--- src/rtl/drive_pkg.sv ---
// Shared definitions for the motor drive slice: the drive command codes used
// by the mode FSM, the per-wheel ramp states and the default duty constants.
package drive_pkg;

    // Command codes produced by the mode FSM; 110 and 111 are unused and mean STOP.
    typedef enum logic [2:0] {
        STOP   = 3'b000,
        LEFT   = 3'b001,
        RIGHT  = 3'b010,
        SLOW   = 3'b011,
        MEDIUM = 3'b100,
        FAST   = 3'b101
    } drive_state_t;

    // Per-wheel ramp controller states.
    typedef enum logic [2:0] {
        STOPPED = 3'd0,
        ACCEL   = 3'd1,
        CRUISE  = 3'd2,
        DECEL   = 3'd3,
        FLIP    = 3'd4
    } wheel_state_t;

    localparam int PWM_PERIOD_DEF  = 2500;  // 20 kHz at 50 MHz
    localparam int DUTY_W_DEF      = 12;
    localparam int TURN_DUTY_DEF   = 1000;
    localparam int SLOW_DUTY_DEF   = 750;
    localparam int MEDIUM_DUTY_DEF = 1500;
    localparam int FAST_DUTY_DEF   = 2250;
    localparam int RAMP_STEP_DEF   = 25;

endpackage

--- src/rtl/motor_wheel_ramp.sv ---
// Per-wheel ramp controller: owns the duty magnitude and direction of one
// wheel and moves them toward the commanded target only at PWM period
// boundaries. A reversal always decelerates to zero, then spends one full
// period at zero with the new direction (FLIP) before accelerating again.
// Optional feature macro: MOTOR_DRIVE_SOFT_START_EN (defined = ramp limited to
// RAMP_STEP per period; undefined = jump straight to target at a boundary).
module motor_wheel_ramp
    import drive_pkg::*;
#(
    parameter int DUTY_W    = DUTY_W_DEF,
    parameter int RAMP_STEP = RAMP_STEP_DEF
) (
    input  logic              clk_50,
    input  logic              reset_n,
    input  logic              boundary,
    input  logic              mode_change,
    input  logic [DUTY_W-1:0] tgt_mag,
    input  logic              tgt_dir,
    output logic [DUTY_W-1:0] mag,
    output logic              dir,
    output logic              on_target
);

`ifdef MOTOR_DRIVE_SOFT_START_EN
    localparam bit SOFT_START = 1'b1;
`else
    localparam bit SOFT_START = 1'b0;
`endif
    // Without soft start the step limit is the whole counter range, i.e. unbounded.
    localparam logic [DUTY_W-1:0] STEP_LIM = SOFT_START ? DUTY_W'(RAMP_STEP) : '1;

    wheel_state_t      state_reg, state_next;
    logic [DUTY_W-1:0] mag_reg, mag_next;
    logic              dir_reg, dir_next;
    logic              same_sign;
    logic [DUTY_W-1:0] goal, diff, delta, stepped;

    // One bounded step toward the goal: the target when it agrees with the
    // current direction, otherwise zero (a reversal must pass through zero).
    always_comb begin
        same_sign = (tgt_mag != '0) && (tgt_dir == dir_reg);
        goal      = same_sign ? tgt_mag : '0;
        diff      = (mag_reg > goal) ? (mag_reg - goal) : (goal - mag_reg);
        delta     = (diff > STEP_LIM) ? STEP_LIM : diff;
        stepped   = (mag_reg > goal) ? (mag_reg - delta) : (mag_reg + delta);
    end

    // Next-state logic: hard stop on mode_change, otherwise act only at a boundary.
    always_comb begin
        state_next = state_reg;
        mag_next   = mag_reg;
        dir_next   = dir_reg;
        if (mode_change) begin
            state_next = STOPPED;
            mag_next   = '0;
        end else if (boundary) begin
            case (state_reg)
                STOPPED, FLIP: begin
                    if (tgt_mag == '0) begin
                        state_next = STOPPED;
                    end else if (!same_sign) begin
                        dir_next   = ~dir_reg;
                        state_next = FLIP;
                    end else begin
                        mag_next   = stepped;
                        state_next = (stepped == goal) ? CRUISE : ACCEL;
                    end
                end
                default: begin
                    mag_next = stepped;
                    if (stepped == '0)
                        state_next = STOPPED;
                    else if (stepped == goal)
                        state_next = CRUISE;
                    else if (stepped < goal)
                        state_next = ACCEL;
                    else
                        state_next = DECEL;
                end
            endcase
        end
    end

    // State, magnitude and direction registers.
    always_ff @(posedge clk_50 or negedge reset_n) begin
        if (!reset_n) begin
            state_reg <= STOPPED;
            mag_reg   <= '0;
            dir_reg   <= 1'b1;
        end else begin
            state_reg <= state_next;
            mag_reg   <= mag_next;
            dir_reg   <= dir_next;
        end
    end

    assign mag       = mag_reg;
    assign dir       = dir_reg;
    assign on_target = (mag_reg == tgt_mag) && ((dir_reg == tgt_dir) || (tgt_mag == '0));

endmodule

--- src/rtl/motor_drive.sv ---
// Motor drive top: registers the drive command from the mode FSM, decodes it
// into per-wheel targets, runs the shared PWM period counter and produces the
// registered PWM outputs. mode_change hard-stops both wheels immediately.
// Optional feature macro: MOTOR_DRIVE_SOFT_START_EN (see motor_wheel_ramp).
module motor_drive
    import drive_pkg::*;
#(
    parameter int PWM_PERIOD  = PWM_PERIOD_DEF,
    parameter int DUTY_W      = DUTY_W_DEF,
    parameter int TURN_DUTY   = TURN_DUTY_DEF,
    parameter int SLOW_DUTY   = SLOW_DUTY_DEF,
    parameter int MEDIUM_DUTY = MEDIUM_DUTY_DEF,
    parameter int FAST_DUTY   = FAST_DUTY_DEF,
    parameter int RAMP_STEP   = RAMP_STEP_DEF
) (
    input  logic       clk_50,
    input  logic       reset_n,
    input  logic [2:0] drive_state,
    input  logic       mode_change,
    output logic       left_pwm,
    output logic       left_dir,
    output logic       right_pwm,
    output logic       right_dir,
    output logic       at_target
);

    localparam logic [DUTY_W-1:0] CNT_LAST = DUTY_W'(PWM_PERIOD - 1);
    localparam logic [DUTY_W-1:0] TURN_M   = DUTY_W'(TURN_DUTY);
    localparam logic [DUTY_W-1:0] SLOW_M   = DUTY_W'(SLOW_DUTY);
    localparam logic [DUTY_W-1:0] MEDIUM_M = DUTY_W'(MEDIUM_DUTY);
    localparam logic [DUTY_W-1:0] FAST_M   = DUTY_W'(FAST_DUTY);

    drive_state_t      ds_reg;
    logic [DUTY_W-1:0] cnt_reg;
    logic              boundary;
    logic [1:0]        pwm_reg, pwm_next;
    logic              at_target_reg;

    // Index 0 is the left wheel, index 1 the right wheel.
    logic [DUTY_W-1:0] tgt_mag   [2];
    logic              tgt_dir   [2];
    logic [DUTY_W-1:0] wheel_mag [2];
    logic              wheel_dir [2];
    logic              wheel_ok  [2];

    assign boundary = (cnt_reg == CNT_LAST);

    // Decode the registered command into magnitude and direction per wheel.
    always_comb begin
        tgt_mag[0] = '0;
        tgt_mag[1] = '0;
        tgt_dir[0] = 1'b1;
        tgt_dir[1] = 1'b1;
        case (ds_reg)
            LEFT: begin
                tgt_mag[0] = TURN_M;
                tgt_mag[1] = TURN_M;
                tgt_dir[0] = 1'b0;
            end
            RIGHT: begin
                tgt_mag[0] = TURN_M;
                tgt_mag[1] = TURN_M;
                tgt_dir[1] = 1'b0;
            end
            SLOW: begin
                tgt_mag[0] = SLOW_M;
                tgt_mag[1] = SLOW_M;
            end
            MEDIUM: begin
                tgt_mag[0] = MEDIUM_M;
                tgt_mag[1] = MEDIUM_M;
            end
            FAST: begin
                tgt_mag[0] = FAST_M;
                tgt_mag[1] = FAST_M;
            end
            default: ;
        endcase
    end

    genvar gi;
    generate
        for (gi = 0; gi < 2; gi++) begin : g_wheel
            motor_wheel_ramp #(
                .DUTY_W    (DUTY_W),
                .RAMP_STEP (RAMP_STEP)
            ) u_ramp (
                .clk_50      (clk_50),
                .reset_n     (reset_n),
                .boundary    (boundary),
                .mode_change (mode_change),
                .tgt_mag     (tgt_mag[gi]),
                .tgt_dir     (tgt_dir[gi]),
                .mag         (wheel_mag[gi]),
                .dir         (wheel_dir[gi]),
                .on_target   (wheel_ok[gi])
            );
            // A mode change forces the output low on the very next cycle.
            assign pwm_next[gi] = !mode_change && (cnt_reg < wheel_mag[gi]);
        end
    endgenerate

    // Command register, period counter, PWM outputs and at_target flag.
    always_ff @(posedge clk_50 or negedge reset_n) begin
        if (!reset_n) begin
            ds_reg        <= STOP;
            cnt_reg       <= '0;
            pwm_reg       <= '0;
            at_target_reg <= 1'b1;
        end else begin
            ds_reg        <= drive_state_t'(drive_state);
            cnt_reg       <= boundary ? '0 : cnt_reg + 1'b1;
            pwm_reg       <= pwm_next;
            at_target_reg <= wheel_ok[0] && wheel_ok[1];
        end
    end

    assign left_pwm  = pwm_reg[0];
    assign right_pwm = pwm_reg[1];
    assign left_dir  = wheel_dir[0];
    assign right_dir = wheel_dir[1];
    assign at_target = at_target_reg;

endmodule

--- config.mk ---
export PLATFORM = sky130hd
export DESIGN_NAME = motor_drive
export DESIGN_NICKNAME = d
export VERILOG_FILES = /design/src/rtl/drive_pkg.sv /design/src/rtl/motor_wheel_ramp.sv /design/src/rtl/motor_drive.sv
export SDC_FILE = /design/constraint.sdc
export NUM_CORES = 1
export LEC_CHECK = 0
export ABC_AREA = 1
export CAP_MARGIN = 20
export CORE_MARGIN = 2
export CORE_UTILIZATION = 40
export DETAILED_ROUTE_END_ITERATION = 12
export PLACE_DENSITY_LB_ADDON = 0.3
export SETUP_SLACK_MARGIN = 0.15
export SLEW_MARGIN = 20
export SYNTH_ARGS = -nofsm -noshare
export SYNTH_HDL_FRONTEND = slang
export SYNTH_SLANG_ARGS = --single-unit
export TNS_END_PERCENT = 50
--- constraint.sdc ---
create_clock -name clk_50 -period 17.05 [get_ports clk_50]
set_input_delay 3.41 -clock clk_50 [delete_from_list [all_inputs] [get_ports clk_50]]
set_output_delay 3.41 -clock clk_50 [all_outputs]
set_load 0.02 [all_outputs]
# After elaboration in Yosys (flattened, before gate mapping)
# Index checks and enable logic that the tools add are counted.
# classes
n_mux	40
order_cmp	8
reduce_logical	26
n_eq_ne	20
addsub	9
bitwise	7
# ops
operator	count
$mux W12	19
$pmux W24 S4	1
$sub A12 B12 Y12	6
$eq A12 B12 Y1	4
$logic_not A12 Y1	4
$lt A12 B12 Y1	4
$mux W3	14
$add A12 B12 Y12	2
$gt A12 B12 Y1	2
$gt A12 B12 Y1 const B	2
$reduce_bool A12 Y1	2
$add A12 B1 Y12 const B	1
$eq A12 B12 Y1 const B	1
$eq A3 B3 Y1 const B	4
$reduce_and A5 Y1	2
$mux W2	4
$logic_and A1 B1 Y1	7
$not A1 Y1	7
$eq A3 B2 Y1 const B	2
$logic_not A3 Y1	2
$ne A3 B2 Y1 const B	2
$ne A3 B3 Y1 const B	2
$reduce_and A3 Y1	2
$reduce_or A2 Y1	3
other kinds (6)	11
# totals
input_bits	6
word_cells	120
register_bits	50
output_inout_bits	5

# Logic depth before layout (Yosys ltp)
# depth
depth_word	19
mapped_depth	54
depth_no_buf	53

# Hierarchy
# A second synthesis with hierarchy kept.
# hier_totals
cells_unflattened	1317
area_unflattened_um2	8155.3
# by_module_without_submodules
module	cells_per_inst	area_per_inst_um2	seq_area_each_um2	n_inst
motor_wheel_ramp at g_wheel[0].u_ramp	546	3316.9	376.6	1
motor_wheel_ramp at g_wheel[1].u_ramp	552	3315.7	376.6	1
motor_drive	219	1522.7	451.7	1

# Worst setup path before layout
# Ideal clock, no wire load.
# synth_timing
path_type	register to register
start	reg g_wheel[1].u_ramp.dir_reg
end	reg g_wheel[1].u_ramp.state_reg[0]
t_arrival_ns	5.592
required_time_ns	16.934
path_slack_ns	11.342
stages_incl_launch_ff	46
n_path_buf	1
period_less_slack_ns	5.708
setup_ns	0.116
cell_sequence	dfstp_2 -> inv_1 -> nand3_1 -> nand2_2 -> buf_6 -> inv_1 -> nor2_1 -> inv_1 -> nor2_1 -> ha_1 -> nand2_2 -> nor2_4 -> nand3_2 -> nand3_2 -> nand2_4 -> inv_4 -> nand2_1 -> nand2_2 -> (+10 left out) -> nand2_1 -> nand4_1 -> a31oi_1 -> nand3b_1 -> nand2_1 -> inv_1 -> nand3_1 -> nand2_1 -> ha_1 -> nand2_1 -> inv_1 -> nand3_1 -> nor2_1 -> nand4_1 -> or3b_1 -> and2_1 -> nand2_1 -> nand2_1
# synth_between
elab_chain_cells	16
word_cells_on_any_way	22
classes_between	4 x add/sub; 2 x order compare; 2 x eq/ne; 12 x mux; 2 x reduce/logical
# synth_lines
element	line_no	rtl
from (decl)	motor_wheel_ramp.sv:34	logic dir_reg, dir_next;
from (signal assigned)	motor_wheel_ramp.sv:93	dir_reg <= dir_next;
$eq A1 B1 Y1 (*)	motor_wheel_ramp.sv:41	same_sign = (tgt_mag != '0) && (tgt_dir == dir_reg);
$logic_and A1 B1 Y1 (*)	motor_wheel_ramp.sv:41	
$mux W12	motor_wheel_ramp.sv:42	goal = same_sign ? tgt_mag : '0;
$sub A12 B12 Y12 / $gt A12 B12 Y1 (equally long branches)	motor_wheel_ramp.sv:43, motor_wheel_ramp.sv:45	
$mux W12	motor_wheel_ramp.sv:43	diff = (mag_reg > goal) ? (mag_reg - goal) : (goal - mag_reg);
$gt A12 B12 Y1	motor_wheel_ramp.sv:44	delta = (diff > STEP_LIM) ? STEP_LIM : diff;
$mux W12	motor_wheel_ramp.sv:44	
$add A12 B12 Y12 / $sub A12 B12 Y12 (equally long branches)	motor_wheel_ramp.sv:45	stepped = (mag_reg > goal) ? (mag_reg - delta) : (mag_reg + delta);
$mux W12	motor_wheel_ramp.sv:45	
$eq A12 B12 Y1	motor_wheel_ramp.sv:66, motor_wheel_ramp.sv:73	
$mux W2	motor_wheel_ramp.sv:66	state_next = (stepped == goal) ? CRUISE : ACCEL;
$mux W3	motor_wheel_ramp.sv:61	end else if (!same_sign) begin
$mux W3	motor_wheel_ramp.sv:59	if (tgt_mag == '0) begin
$mux W3 (*)	motor_wheel_ramp.sv:57	case (state_reg)
$mux W3 (*)	motor_wheel_ramp.sv:56	end else if (boundary) begin
$mux W3 (*)	motor_wheel_ramp.sv:53	if (mode_change) begin
to (signal assigned)	motor_wheel_ramp.sv:91	state_reg <= state_next;
to (decl)	motor_wheel_ramp.sv:32	wheel_state_t state_reg, state_next;
# Mark *: on every way between the ends. The rest lies on a longest branch, timed or not. The select of a mux whose other input is x is not followed.
# A chain may end at the register's enable or synchronous reset.

# Worst setup path after layout
# layout_timing
start	reg ds_reg[0]
end	reg g_wheel[1].u_ramp.state_reg[0]
# layout_between
elab_chain_cells	19
word_cells_on_any_way	32
classes_between	4 x add/sub; 2 x order compare; 7 x eq/ne; 14 x mux; 5 x reduce/logical
# layout_lines
element	line_no	rtl
from (decl)	motor_drive.sv:33	drive_state_t ds_reg;
from (signal assigned)	motor_drive.sv:111	ds_reg <= drive_state_t'(drive_state);
$eq A3 B1 Y1 / $eq A3 B2 Y1 (equally long branches)	motor_drive.sv:54	case (ds_reg)
$reduce_or A2 Y1 (no source line)	-	
$pmux W24 S4	motor_drive.sv:54	
$reduce_bool A12 Y1	motor_wheel_ramp.sv:41	
$logic_and A1 B1 Y1	motor_wheel_ramp.sv:41	
$mux W12	motor_wheel_ramp.sv:42	
$sub A12 B12 Y12 / $gt A12 B12 Y1 (equally long branches)	motor_wheel_ramp.sv:43, motor_wheel_ramp.sv:45	
$mux W12	motor_wheel_ramp.sv:43	
(+3 left out)	-	
$mux W12	motor_wheel_ramp.sv:45	
$eq A12 B12 Y1	motor_wheel_ramp.sv:66, motor_wheel_ramp.sv:73	
$mux W2	motor_wheel_ramp.sv:66	
$mux W3	motor_wheel_ramp.sv:61	
$mux W3	motor_wheel_ramp.sv:59	
$mux W3 (*)	motor_wheel_ramp.sv:57	
$mux W3 (*)	motor_wheel_ramp.sv:56	
$mux W3 (*)	motor_wheel_ramp.sv:53	
# Marked as above.

==> results.txt <==
CP Launch Type -> register
Register area -> 1200 um^2
Die X-Extent -> 137 um
Post-route setup TNS -> 0 ns
Residual DRC -> 0
Multiplexer area fraction after synthesis -> 0%
Hold WC Path Type -> register to register
P per Cell Area -> 54.5 nW/um^2
Measured slew at the worst slew-check pin -> 0.645 ns
Pwr Total -> 0.411 mW
Nets -> 1181
Synth Area in Simple Gates -> 31.7%
Post-synthesis cell count -> 1060
Top post-synthesis cells by area -> ha_1 (18%), dfrtp_1 (16%), nand2_1 (13%), inv_1 (8.6%), nand3_1 (5.7%)
Leak pwr -> 4.05 nW
Crit path max fanout -> 18
Slew margin rel. -> 57.0%
Multi-input gate area -> 5160 um^2
Gpl congestion -> 0.951
Clock Pin Slew Worst Setup and Hold Paths -> 0.07 ns
Xor-xnor portion of the synthesized cell area -> 6.77%
Antenna Cells -> 0
Clock root buffer -> clkbuf_16
Core Region -> 17300 um^2
Sequential-to-total area share from yosys stat -> 17.0%
Post-synth net total -> 1173
Later-pin clock latency in the skew report -> 0.29 ns
GR Util All Layers -> 23.7%
Predominant post-synthesis flop cell -> dfrtp_1
Crit path kind -> register to register
First-pass GRT wire length -> 34.9 mm
Die footprint -> 18800 um^2
Vias in the first global route -> 6566
First-pass DRT Iterations -> 5
Post-CTS setup buffers -> 0
WL final -> 21.5 mm
Clock skew -> 0.0117 ns
Largest stage delay on the critical path -> 0.46 ns
Mean area per synthesized cell -> 6.70 um^2
CP Data Arrival Time -> 7.13 ns
Area Growth Syn to Fin -> 6.26%
Yosys warns -> 0
TritonCTS clock tree -> yes
H-tree depth -> 2
Nature of the critical path endpoint -> register
Share of cells above drive strength 1 -> 6.45%
Post-synth ARST share -> 100%
Routed WL per cell -> 16.6 um
Clock Path Buffers -> 2
Max-slew violations -> 0
Distinct cell type count after synthesis -> 50
Io pins -> 11
Final ANT Viol Nets -> 0
Fillers -> 1842
Post-CTS Hold Fix Bufs -> 0
Worst path required time -> 17.22 ns
RSZ-0062 raised after global routing -> no
Largest net degree at the start of global routing -> 49
EDFF count, synth -> 0
Max VDD drop -> 0.0000437 V
Setup violations, final -> 0
Max reg flops -> 24
Compound-Gate Fraction of Synth Area -> 14.7%
DP HPWL -> 17.5 mm
Post-Synth Adder-Cell Area -> 19.5%
Top cell type's share of synthesized area -> 17.8%
Clk sinks -> 48
Period utilization -> 40.8%
Mapped cell area -> 7100 um^2
Area leader, netlist -> ha_1
Most frequent CP cell -> nand2_1
Initial antenna violation count -> 0
Die H -> 137 um
Starting Density -> 41.1%
Total gr overflow -> 0
Row count -> 48
Total CTS buffers -> 5
IO Port Bufs -> 10
DR vias/cell -> 5.45
Status -> finished clean
Iter 0 DRT Violations -> 554
Main combinational cell family by area after synthesis -> simple AND/OR/NAND/NOR gates
Final Hold Vio Count -> 0
CP max-delay cell -> dfrtp_1
Vias -> 7050
Min Clock Period, post-route -> 6.96 ns
Max cap viols -> 0
Fmax achieved -> 144 MHz
Post_cts resized -> 0
Seq cells post-synth -> 48
report_power, final:
part	total [mW]	switching [mW]	internal (mW)	leakage, nW
logic	0.196	0.130	0.0660	3.34
clock network	0.100	0.0419	0.0585	0.0701
registers	0.115	0.000598	0.114	0.639
total	0.411	0.172	0.239	4.05
layout make-up:
class	count	area share (%)
inverters	171	8.59
flip-flops and latches	48	16.0
clock buffers	7	1.89
repair buffers	11	1.36
well taps	225	3.73
multi-input cells	831	68.4
clock inverters	1	0.0995
cell usage in the layout, fill, tap and decap left out, types with 3 or more instances in the layout:
cell type,instances
o21ai_2,5
nand2_1,248
clkbuf_16,5
a21boi_0,4
nand4_1,21
nand3b_1,6
o22ai_1,16
nor4_1,5
nand3_2,8
o21ai_1,7
o31ai_1,3
nand3_1,81
ha_1,101
o21ai_0,47
inv_1,162
nand2_2,20
o21bai_1,4
fa_1,6
nor3_1,15
inv_2,6
a21o_1,5
dfrtp_1,45
o2111ai_1,3
a211oi_1,3
dfstp_2,3
a21oi_1,70
xor2_1,35
nor2_2,4
xnor2_1,18
clkdlybuf4s50_1,9
a31oi_1,4
nor2_1,70
cells by family (layout without fill, tap and decap cells):
kind of cell               after synthesis  count (layout)
AOI/OAI and AO/OA                      180             180
xor gates and xnor gates                54              54
adders and majority gates              107             107
buffers and inverters                  181             190
DFF                                     48              48
and+or+nand+nor                        490             490
Yosys cell counts, types with 6 or more instances:
cell type  number
fa_1            6
a21oi_1        70
nor2_1         70
nor3_1         15
ha_1          101
nand3_2         8
inv_1         162
xor2_1         35
nand4_1        21
o22ai_1        16
xnor2_1        18
nand3b_1        6
nand3_1        81
nand2_1       248
o21ai_1         7
o21ai_0        47
inv_2           6
dfrtp_1        45
nand2_2        20
path summary, 6_finish.rpt:
| check | start | end | slack, ns | depth (start not counted) |
|---|---|---|---|---|
| setup / recovery | ds_reg[0]$_DFF_PN0_ | g_wheel[1].u_ramp.state_reg[0]$_DFFE_PN0P_ | 10.09 | 43 |
| hold reg to reg | g_wheel[1].u_ramp.state_reg[0]$_DFFE_PN0P_ | g_wheel[1].u_ramp.state_reg[0]$_DFFE_PN0P_ | 0.49 | 2 |
| max in group asynchronous | reset_n | g_wheel[1].u_ramp.state_reg[0]$_DFFE_PN0P_ | 13.38 | 2 |
| hold / removal | g_wheel[1].u_ramp.state_reg[0]$_DFFE_PN0P_ | g_wheel[1].u_ramp.state_reg[0]$_DFFE_PN0P_ | 0.49 | 2 |
| min in group asynchronous | reset_n | g_wheel[0].u_ramp.mag[0]$_DFFE_PN0P_ | 3.23 | 2 |
| setup reg to reg | ds_reg[0]$_DFF_PN0_ | g_wheel[1].u_ramp.state_reg[0]$_DFFE_PN0P_ | 10.09 | 43 |
per-layer routing:
metal  global-route usage, %  routed length, um  vias to the layer above
li1                        -                  -                     3539
met1                    34.7               9980                     3198
met2                    37.1               9630                      275
met3                    2.58               1440                       38
met4                    5.84                494                        0
met5                       0                  0                        -
critical path: cells and delay by family, from the launching register on:
| family | cells | cell delay, ns |
|---|---|---|
| AO/OA/AOI/OAI | 3 | 0.49 |
| flip-flops | 1 | 0.46 |
| AND/OR/NAND/NOR | 29 | 3.67 |
| XOR/XNOR | 1 | 0.16 |
| buffers and inverters | 6 | 0.79 |
| adder cells (fa/ha/maj) | 4 | 1.24 |
through the flow:
step                hold slack (ns)  instances  util [%]  setup WS, ns  area (um^2)
detailed placement            0.489       1286      42.8         10.25         7390
floorplan                     0.450       1060         -         11.34         7100
global placement              0.464       1286      42.8         10.24         7390
global route                  0.530       1294      43.6          9.40         7540
CTS                           0.503       1294      43.6         10.18         7540
finish                        0.492       1294      43.6         10.09         7540
Note: power is estimated with default switching activity, not from simulation.
